File: src/rtl/mips_pkg.sv
// Shared MIPS core definitions: ALU operation codes, forwarding selects and
// the EX-stage control bundle used when a bubble is inserted.
package mips_pkg;

  typedef enum logic [4:0] {
    ALU_ADD  = 5'b00000,
    ALU_AND  = 5'b00001,
    ALU_XOR  = 5'b00010,
    ALU_OR   = 5'b00011,
    ALU_NOR  = 5'b00100,
    ALU_SUB  = 5'b00101,
    ALU_ANDI = 5'b00110,
    ALU_XORI = 5'b00111,
    ALU_ORI  = 5'b01000,
    ALU_JR   = 5'b01001,
    ALU_BEQ  = 5'b01010,
    ALU_BNE  = 5'b01011,
    ALU_BGEZ = 5'b01100,
    ALU_BGTZ = 5'b01101,
    ALU_BLEZ = 5'b01110,
    ALU_BLTZ = 5'b01111,
    ALU_SLL  = 5'b10000,
    ALU_SRL  = 5'b10001,
    ALU_SRA  = 5'b10010,
    ALU_SLT  = 5'b10011,
    ALU_SLTU = 5'b10100
  } alu_code_e;

  typedef enum logic [1:0] {
    FWD_REG = 2'b00,
    FWD_WB  = 2'b01,
    FWD_MEM = 2'b10
  } fwd_sel_e;

  typedef struct packed {
    logic valid;
    logic reg_write;
    logic mem_read;
    logic mem_write;
    logic mem_to_reg;
  } ex_ctrl_t;

  localparam ex_ctrl_t BUBBLE_CTRL = '0;

endpackage

File: src/rtl/forward_unit.sv
// Combinational hazard logic for the ID/EX stage: operand forward selects for
// the instruction in EX and the load-use stall against the instruction in ID.
module forward_unit
  import mips_pkg::*;
#(
  parameter int RW = 5
) (
  input  logic          i_mem_reg_write,
  input  logic [RW-1:0] i_mem_write_reg,
  input  logic          i_wb_reg_write,
  input  logic [RW-1:0] i_wb_write_reg,
  input  logic [RW-1:0] i_ex_rs,
  input  logic [RW-1:0] i_ex_rt,
  input  logic          i_ex_valid,
  input  logic          i_ex_mem_read,
  input  logic [RW-1:0] i_ex_write_reg,
  input  logic          i_id_valid,
  input  logic          i_id_use_rs,
  input  logic          i_id_use_rt,
  input  logic [RW-1:0] i_id_rs,
  input  logic [RW-1:0] i_id_rt,
  output fwd_sel_e      o_sel_rs,
  output fwd_sel_e      o_sel_rt,
  output logic          o_stall
);

  // EX/MEM is checked first so the younger result wins; $0 never forwards.
  function automatic fwd_sel_e select_for(input logic [RW-1:0] src);
    if (i_mem_reg_write && (i_mem_write_reg != '0) && (i_mem_write_reg == src))
      return FWD_MEM;
    else if (i_wb_reg_write && (i_wb_write_reg != '0) && (i_wb_write_reg == src))
      return FWD_WB;
    else
      return FWD_REG;
  endfunction

  logic w_rs_hit;
  logic w_rt_hit;

  assign o_sel_rs = select_for(i_ex_rs);
  assign o_sel_rt = select_for(i_ex_rt);

  assign w_rs_hit = i_id_use_rs && (i_id_rs == i_ex_write_reg);
  assign w_rt_hit = i_id_use_rt && (i_id_rt == i_ex_write_reg);
  assign o_stall  = i_ex_valid && i_ex_mem_read && (i_ex_write_reg != '0) &&
                    (w_rs_hit || w_rt_hit) && i_id_valid;

endmodule

File: src/rtl/id_ex_forward.sv
// ID/EX pipeline register feeding the ALU, with EX/MEM and MEM/WB operand
// forwarding, load-use stall detection, branch flush and global hold.
module id_ex_forward
  import mips_pkg::*;
#(
  parameter int DW = 32,
  parameter int RW = 5
) (
  input  logic          clk,
  input  logic          reset,
  input  logic          hold,
  input  logic          flush,
  input  logic          id_valid,
  input  logic [4:0]    id_ALUCode,
  input  logic [DW-1:0] id_RsData,
  input  logic [DW-1:0] id_RtData,
  input  logic [DW-1:0] id_Imm,
  input  logic [4:0]    id_Shamt,
  input  logic [RW-1:0] id_rs,
  input  logic [RW-1:0] id_rt,
  input  logic [RW-1:0] id_rd,
  input  logic          id_UseRs,
  input  logic          id_UseRt,
  input  logic          id_ALUSrcA,
  input  logic          id_ALUSrcB,
  input  logic          id_RegDst,
  input  logic          id_RegWrite,
  input  logic          id_MemRead,
  input  logic          id_MemWrite,
  input  logic          id_MemtoReg,
  input  logic          mem_RegWrite,
  input  logic [RW-1:0] mem_WriteReg,
  input  logic [DW-1:0] mem_Result,
  input  logic          wb_RegWrite,
  input  logic [RW-1:0] wb_WriteReg,
  input  logic [DW-1:0] wb_WriteData,
  output logic          stall,
  output logic [4:0]    ALUCode,
  output logic [DW-1:0] A,
  output logic [DW-1:0] B,
  output logic [DW-1:0] ex_StoreData,
  output logic [RW-1:0] ex_WriteReg,
  output logic          ex_valid,
  output logic          ex_RegWrite,
  output logic          ex_MemRead,
  output logic          ex_MemWrite,
  output logic          ex_MemtoReg
);

  ex_ctrl_t      r_ctrl;
  alu_code_e     r_alu_code;
  logic [DW-1:0] r_rs_data;
  logic [DW-1:0] r_rt_data;
  logic [DW-1:0] r_imm;
  logic [4:0]    r_shamt;
  logic [RW-1:0] r_rs;
  logic [RW-1:0] r_rt;
  logic [RW-1:0] r_write_reg;
  logic          r_alu_src_a;
  logic          r_alu_src_b;

  fwd_sel_e      w_sel_rs;
  fwd_sel_e      w_sel_rt;
  logic          w_stall;
  logic [DW-1:0] w_fwd_rs;
  logic [DW-1:0] w_fwd_rt;

  // A bubble is the same all-zero image as reset, so one branch covers both;
  // a held stage ignores flush and stall, which keeps stall asserted.
  always_ff @(posedge clk) begin
    // NOTE: non-blocking assignments so every register samples pre-edge values.
    if (reset || (!hold && (flush || w_stall))) begin
      r_ctrl      <= BUBBLE_CTRL;
      r_alu_code  <= ALU_ADD;
      r_rs_data   <= '0;
      r_rt_data   <= '0;
      r_imm       <= '0;
      r_shamt     <= '0;
      r_rs        <= '0;
      r_rt        <= '0;
      r_write_reg <= '0;
      r_alu_src_a <= 1'b0;
      r_alu_src_b <= 1'b0;
    end else if (!hold) begin
      r_ctrl      <= '{valid: id_valid, reg_write: id_RegWrite, mem_read: id_MemRead,
                       mem_write: id_MemWrite, mem_to_reg: id_MemtoReg};
      r_alu_code  <= alu_code_e'(id_ALUCode);
      r_rs_data   <= id_RsData;
      r_rt_data   <= id_RtData;
      r_imm       <= id_Imm;
      r_shamt     <= id_Shamt;
      r_rs        <= id_rs;
      r_rt        <= id_rt;
      r_write_reg <= id_RegDst ? id_rd : id_rt;
      r_alu_src_a <= id_ALUSrcA;
      r_alu_src_b <= id_ALUSrcB;
    end
  end

  forward_unit #(.RW(RW)) u_forward_unit (
    .i_mem_reg_write (mem_RegWrite),
    .i_mem_write_reg (mem_WriteReg),
    .i_wb_reg_write  (wb_RegWrite),
    .i_wb_write_reg  (wb_WriteReg),
    .i_ex_rs         (r_rs),
    .i_ex_rt         (r_rt),
    .i_ex_valid      (r_ctrl.valid),
    .i_ex_mem_read   (r_ctrl.mem_read),
    .i_ex_write_reg  (r_write_reg),
    .i_id_valid      (id_valid),
    .i_id_use_rs     (id_UseRs),
    .i_id_use_rt     (id_UseRt),
    .i_id_rs         (id_rs),
    .i_id_rt         (id_rt),
    .o_sel_rs        (w_sel_rs),
    .o_sel_rt        (w_sel_rt),
    .o_stall         (w_stall)
  );

  always_comb begin
    w_fwd_rs = r_rs_data;
    w_fwd_rt = r_rt_data;
    case (w_sel_rs)
      FWD_MEM: w_fwd_rs = mem_Result;
      FWD_WB:  w_fwd_rs = wb_WriteData;
      default: w_fwd_rs = r_rs_data;
    endcase
    case (w_sel_rt)
      FWD_MEM: w_fwd_rt = mem_Result;
      FWD_WB:  w_fwd_rt = wb_WriteData;
      default: w_fwd_rt = r_rt_data;
    endcase
  end

  assign stall        = w_stall;
  assign ALUCode      = r_alu_code;
  assign A            = r_alu_src_a ? {{(DW-5){1'b0}}, r_shamt} : w_fwd_rs;
  assign B            = r_alu_src_b ? r_imm : w_fwd_rt;
  assign ex_StoreData = w_fwd_rt;
  assign ex_WriteReg  = r_write_reg;
  assign ex_valid     = r_ctrl.valid;
  assign ex_RegWrite  = r_ctrl.reg_write;
  assign ex_MemRead   = r_ctrl.mem_read;
  assign ex_MemWrite  = r_ctrl.mem_write;
  assign ex_MemtoReg  = r_ctrl.mem_to_reg;

endmodule

File: config.mk
export PLATFORM = sky130hd
export DESIGN_NAME = id_ex_forward
export DESIGN_NICKNAME = d
export VERILOG_FILES = /design/src/rtl/mips_pkg.sv /design/src/rtl/forward_unit.sv /design/src/rtl/id_ex_forward.sv
export SDC_FILE = /design/constraint.sdc
export NUM_CORES = 1
export LEC_CHECK = 0
export CORE_AREA = 2 2 127 129
export CTS_CLUSTER_SIZE = 30
export DETAILED_ROUTE_END_ITERATION = 12
export DIE_AREA = 0 0 129 131
export DONT_BUFFER_PORTS = 1
export GPL_TIMING_DRIVEN = 1
export PLACE_DENSITY_LB_ADDON = 0.25
export SYNTH_ARGS = -nofsm -noshare
export SYNTH_HDL_FRONTEND = slang
export SYNTH_SLANG_ARGS = --single-unit
File: constraint.sdc
create_clock -name clk -period 3 [get_ports clk]
set_clock_uncertainty 0.05 [all_clocks]
set_input_delay 0.6 -clock clk [delete_from_list [all_inputs] [get_ports clk]]
set_output_delay 0.6 -clock clk [all_outputs]
set_load 0.03 [all_outputs]
==> flow_summary.json, run 1 <==
{
  "endpoint_kind": "primary output",
  "power.density_nw_per_um2": 504,
  "die_w_um": 129,
  "drc": 0,
  "first_pass_iters": 5,
  "overflow": 0,
  "wl_met3_um": 2140,
  "fin_crit_sh": 1.03,
  "status": "complete, but fails checks",
  "initial_core_util": 0.412,
  "finalCriticalPeriod_ns": 3.08,
  "critPathMaxFanout": 16,
  "synthAdderAreaFrac": 0,
  "syn_nets": 930,
  "grt_start_max_net_pins": 72,
  "clockPowerShare": 0.438,
  "synthTopCellsByArea": "dfxtp_1, a22o_1, mux2i_1, a221oi_1, nor2_1",
  "rsz0062_at_grt": "yes",
  "power_frac_seq": 0.379,
  "clk_latency_ns": 0.41,
  "crit_arrival_ns": 2.43,
  "syn_inst": 719,
  "top_layer_used": "met4",
  "maxCapViolations": 0,
  "p_comb_frac": 0.183,
  "synthMuxAreaShare": 0.0586,
  "cts_buffers": 17,
  "diodes": 0,
  "syn_area_um2": 6430,
  "boundaryPins": 323,
  "synth_top_family_by_area": "compound AO/OA/AOI/OAI gates",
  "grt_usage": 0.278,
  "path_common_cell": "buf_6",
  "yosys.area_share.simple": 0.125,
  "rows": 46,
  "fp.dieH_um": 131,
  "power.total_uw": 4870,
  "cp.required_ns": 2.35,
  "synth_top_area_cell": "dfxtp_1",
  "async_flop_share": 0,
  "synth_flop_cell": "dfxtp_1",
  "yosysSeqAreaShare": 0.398,
  "antenna_found_initial": 0,
  "synth_edf_count": 0,
  "coreArea_um2": 15600,
  "synth.yosys.warnings": 0,
  "ant_nets": 0,
  "place.gp.congestion": 0.914,
  "cts_tree": "yes",
  "slowest_delay_ns": 0.55,
  "crit_type": "input port to primary output",
  "drt-met1-wl_um": 10100,
  "wl_met2_um": 12600,
  "routed-via-count": 6384,
  "synth-compound-area-share": 0.305,
  "p_sw_frac": 0.281,
  "die_area_um2": 16900,
  "nFillCells": 1251,
  "setup_slack_ns": -0.0837,
  "cts_sinks": 128,
  "place_ws_ns": -0.0756,
  "fin_cells": 1029,
  "grt_pass1_wl_um": 35800,
  "numPortBuffers": 0,
  "cts_root_buf": "clkbuf_16",
  "wire_per_inst_um": 25.0,
  "hold_viol_final": 0,
  "drv_slew": 0,
  "tightest_slew_ns": 0.781,
  "post_route_cells_drive_above_1_share": 0.391,
  "critPathBufInv": 4,
  "synth_xor_xnor_area_share": 0.0409,
  "violations": "negative setup slack",
  "grt_pass1_vias": 6259,
  "p_leak_uw": 0.00367,
  "area_growth_pct": 50.0,
  "hold_buffers": 0,
  "via_per_inst": 6.20,
  "power.switching_uw": 1370,
  "ys_top_cells_by_count": "a22o_1, dfxtp_1, nor2_1",
  "nNetsFinal": 1011,
  "dp.cells": 984,
  "clkTransAtPathRegs_ns": 0.06,
  "internal_power_uw": 3500,
  "setup_viol": 31,
  "synth_top_area_share": 0.398,
  "drt-total-wl_um": 25800,
  "synth_most_common_cell": "a22o_1",
  "syn_avg_cell_area_um2": 8.94,
  "drt_iter0_drc": 559,
  "maxSlewHeadroom": 0.479,
  "vdd_drop_max_mv": 0.404,
  "cp_top_family": "buffers and inverters",
  "critPathLaunchType": "input port",
  "critical_path.slowest_cell": "or4_4",
  "hpwl_um": 17100,
  "path_cells": "or4_4 -> o21ai_4 -> nor4_4 -> buf_6 -> buf_12 -> mux2i_1 -> buf_4 -> a221oi_4 -> buf_6",
  "h-tree-depth": 4,
  "clk_path_buf_depth": 2,
  "ys_ff_latch": 128,
  "fmaxAchievable_mhz": 324,
  "hold_path.class": "input port to flop",
  "yosysUniqueCellTypes": 36
}
-- cell type report --
| cell class | instances | area, µm² | area share |
|---|---|---|---|
| clock buffer | 19 | 443 | 0.0459 |
| clock inverter | 13 | 163 | 0.0169 |
| inverter | 37 | 139 | 0.0144 |
| multi-input combinational | 485 | 4570 | 0.474 |
| sequential | 128 | 2580 | 0.268 |
| tap | 216 | 270 | 0.0280 |
| timing repair buffer | 131 | 1470 | 0.153 |
-- cells in the final DEF, fill, tap and decap left out, types with 5 or more instances in the layout --
cell	instances
a21oi_2	12
dfxtp_1	120
nand3_1	7
a22o_1	128
nor3_1	16
mux2_2	5
xor2_1	12
nor3_2	20
inv_1	37
mux2i_2	21
buf_12	19
a21oi_1	19
buf_6	24
nor2_1	64
dfxtp_4	5
mux2i_1	9
buf_4	79
nand2_1	58
a311oi_2	25
clkbuf_16	21
xnor2_1	13
a221oi_4	29
-- metal layers --
metal,vias to the layer above,GRT usage
met5,-,0
met4,0,0.132
met3,75,0.0822
met2,358,0.466
met1,3091,0.329
li1,2860,-
-- sequential cells by signal, indices dropped and copies added, names as in the netlist --
register / count
ALUCode: 5
ex_MemRead: 1
ex_valid: 1
ex_RegWrite: 1
r_rs_data: 32
r_imm: 32
r_shamt: 5
ex_MemWrite: 1
r_rs: 5
ex_WriteReg: 5
r_alu_src_a: 1
r_alu_src_b: 1
ex_MemtoReg: 1
r_rt_data: 32
r_rt: 5
-- power groups by stage --
stage | clock network (µW) | registers (µW) | logic, µW
floorplan | 0 | 1850 | 582
global placement | 0 | 1870 | 795
detailed placement | 0 | 1870 | 808
CTS | 2160 | 1840 | 854
global route | 2250 | 1850 | 936
finish | 2130 | 1840 | 891
-- worst paths after layout --
kind                          startpoint                        end  slack (ns)  depth (start not counted)
max                       wb_WriteReg[0]                      B[12]       -0.08                          9
min                             id_rs[3]       r_rs[3]$_SDFFE_PP0N_        0.26                          1
max reg2reg  ex_WriteReg[4]$_SDFFE_PP0N_  r_rs_data[9]$_SDFFE_PP0N_        0.60                          6
min reg2reg       r_imm[12]$_SDFFE_PP0N_     r_imm[12]$_SDFFE_PP0N_        0.43                          1
-- through the flow --
stage | TNS (ns) | hold WS, ns | util | area, µm²
2_1_floorplan | -1.15 | 0.391 | - | 7140
3_3_place_gp | -0.941 | 0.406 | 0.528 | 8230
5_1_grt | -3.13 | 0.245 | 0.618 | 9650
6_report | -0.746 | 0.262 | 0.618 | 9650
4_1_cts | -1.15 | 0.244 | 0.592 | 9240
3_5_place_dp | -0.980 | 0.406 | 0.528 | 8230
-- cell families (layout without fill, tap and decap cells) --
| logic type | Yosys count | in the layout |
|---|---|---|
| buf+inv | 106 | 200 |
| flops | 128 | 128 |
| mux | 37 | 37 |
| compound gates | 237 | 237 |
| xor+xnor | 30 | 30 |
| simple gates | 181 | 181 |
-- repair_timing --
action | in CTS | in global routing
pin swaps | 22 | 19
cloned | 4 | 6
endpoints found under the setup margin | 96 | 84
buffers inserted | 6 | 0
resized for setup | 62 | 62
No activity file was read; power rests on OpenSTA's default activity.
==> inputs of run 2 (changes only) <==
--- a/config.mk
+++ b/config.mk
@@ -6,6 +6,7 @@
 export NUM_CORES = 1
 export LEC_CHECK = 0
 export CORE_AREA = 2 2 127 129
+export CTS_BUF_LIST = sky130_fd_sc_hd__clkbuf_8
 export CTS_CLUSTER_SIZE = 30
 export DETAILED_ROUTE_END_ITERATION = 12
 export DIE_AREA = 0 0 129 131
==> run 2 against run 1 <==
  * The run still ends with negative setup slack left
  * Register-to-register slack barely moved
  * Die area unchanged
  * Utilization is 0.10 points lower
  * Global-route usage shrank 0.47 points
  * Clock power is 26% lower
  * First-iteration DRC count is 28% lower
  * Critical endpoint unchanged
  * Largest power group is now registers
==> flow_summary.json, run 2 (same netlist as run 1, synthesis figures left out) <==
{
  "status": "complete, but fails checks",
  "violations": "negative setup slack",
  "maxCapViolations": 0,
  "path_common_cell": "buf_6",
  "slowest_delay_ns": 0.54,
  "cts_buffers": 17,
  "critical_path.slowest_cell": "or4_4",
  "cts_root_buf": "clkbuf_8",
  "cts_sinks": 128,
  "critPathMaxFanout": 8,
  "overflow": 0,
  "via_per_inst": 6.11,
  "place.gp.congestion": 0.914,
  "final_util": 0.617,
  "boundaryPins": 323,
  "rsz0062_at_grt": "yes",
  "die_w_um": 129,
  "fp.dieH_um": 131,
  "power.density_nw_per_um2": 449,
  "antenna_found_initial": 0,
  "area_growth_pct": 49.7,
  "h-tree-depth": 4,
  "post_route_cells_drive_above_1_share": 0.400,
  "hold_ws_ns": 0.231,
  "wire_per_inst_um": 24.6,
  "layout_commonest_cell": "a22o_1",
  "dpl_cell_area_um2": 8230,
  "fin_crit_sh": 1.02,
  "setup_slack_ns": -0.0616,
  "clkTransAtPathRegs_ns": 0.08,
  "endpoint_kind": "primary output",
  "p_leak_uw": 0.00358,
  "dp.cells": 984,
  "vdd_drop_max_mv": 0.290,
  "tightest_slew_ns": 0.777,
  "die_area_um2": 16900,
  "coreArea_um2": 15600,
  "drv_slew": 0,
  "hold_buffers": 0,
  "critPathLaunchType": "input port",
  "drt_iter0_drc": 401,
  "cp.required_ns": 2.35,
  "initial_core_util": 0.412,
  "clk_path_buf_depth": 2,
  "grt_pass1_vias": 6123,
  "final_cell_mix": "a22o_1, dfxtp_1, buf_4",
  "first_pass_iters": 6,
  "hold_path.class": "input port to flop",
  "setup_viol": 36,
  "top_regs": "r_imm x32, r_rs_data x32, r_rt_data x32",
  "diodes": 0,
  "maxSlewHeadroom": 0.482,
  "cts_tree": "yes",
  "grt_pass1_wl_um": 35300,
  "drc": 0,
  "fin_area_um2": 9630,
  "hpwl_um": 17100,
  "hold_viol_final": 0,
  "ant_nets": 0,
  "routed-via-count": 6270,
  "rows": 46,
  "clk_latency_ns": 0.44,
  "drt-total-wl_um": 25300,
  "fmaxAchievable_mhz": 327,
  "crit_arrival_ns": 2.41,
  "fin_cells": 1026,
  "grt_usage": 0.274,
  "finalCriticalPeriod_ns": 3.06,
  "nNetsFinal": 1008,
  "path_cells": "or4_4 -> o21ai_4 -> nor4_4 -> buf_6 -> buf_12 -> mux2i_1 -> buf_4 -> a221oi_4 -> buf_6",
  "grt_start_max_net_pins": 72,
  "crit_type": "input port to primary output",
  "numPortBuffers": 0
}
-- run 2: cell types whose count changed in the layout (fill, tap and decap cells not counted), moves of 4 or more --
cell	change
nor3_2	-14
nor2_1	-7
mux2i_2	-9
nor2_2	+5
buf_12	+4
buf_4	-15
clkbuf_8	+17
mux2i_4	+17
mux2i_1	-8
clkbuf_16	-18
buf_6	+11
nor3_1	+14
-- run 2: metal layers --
metal  up-vias  global-route usage  share of wire
met5         -                   0              0
met4         0               0.107          0.031
met3        55              0.0798          0.088
met2       362               0.462           0.49
met1      3000               0.330           0.39
li1       2853                   -              -
-- run 2: cell type report --
cell class | count | area (µm²)
fillers | 1238 | 5970
multi-input cells | 485 | 4730
flip-flops and latches | 128 | 2590
repair buffers | 128 | 1490
well taps | 216 | 270
clock buffers | 18 | 248
clock inverters | 14 | 166
inverters | 37 | 139
-- run 2: worst max-delay path: cells and delay by family --
family / cells / cell delay, ns
compound gates: 2 / 0.43
simple gates: 2 / 0.61
buf+inv: 4 / 0.63
mux: 1 / 0.12
-- run 2: path summary, 6_finish.rpt --
| check | depth (start not counted) | slack (ns) | start | end |
|---|---|---|---|---|
| worst min-delay path | 1 | 0.23 | id_rs[3] | r_rs[3]$_SDFFE_PP0N_ |
| worst min register to register | 1 | 0.43 | r_rs_data[15]$_SDFFE_PP0N_ | r_rs_data[15]$_SDFFE_PP0N_ |
| worst max-delay path | 9 | -0.06 | wb_WriteReg[4] | B[12] |
| worst max register to register | 6 | 0.60 | ex_WriteReg[4]$_SDFFE_PP0N_ | r_imm[11]$_SDFFE_PP0N_ |
-- run 2: stage by stage --
stage	TNS, ns	total power, µW	worst slack, ns
after floorplan	-1.15	2440	-0.0385
after global placement	-0.941	2670	-0.0516
after detailed placement	-0.980	2680	-0.0756
after CTS	-0.493	4290	-0.0763
after global routing	-7.09	4500	-0.150
final	-1.17	4330	-0.0616
-- run 2: timing repair --
item,CTS,global route
gates cloned,3,3
setup buffers,6,5
hold endpoints to repair,0,0
resized for setup,45,121
pin swaps,12,46
setup endpoints to repair,96,79
-- run 2: where the power goes --
part	internal [µW]	switching, µW
clock	842	731
sequential	1760	79.8
combinational	418	494
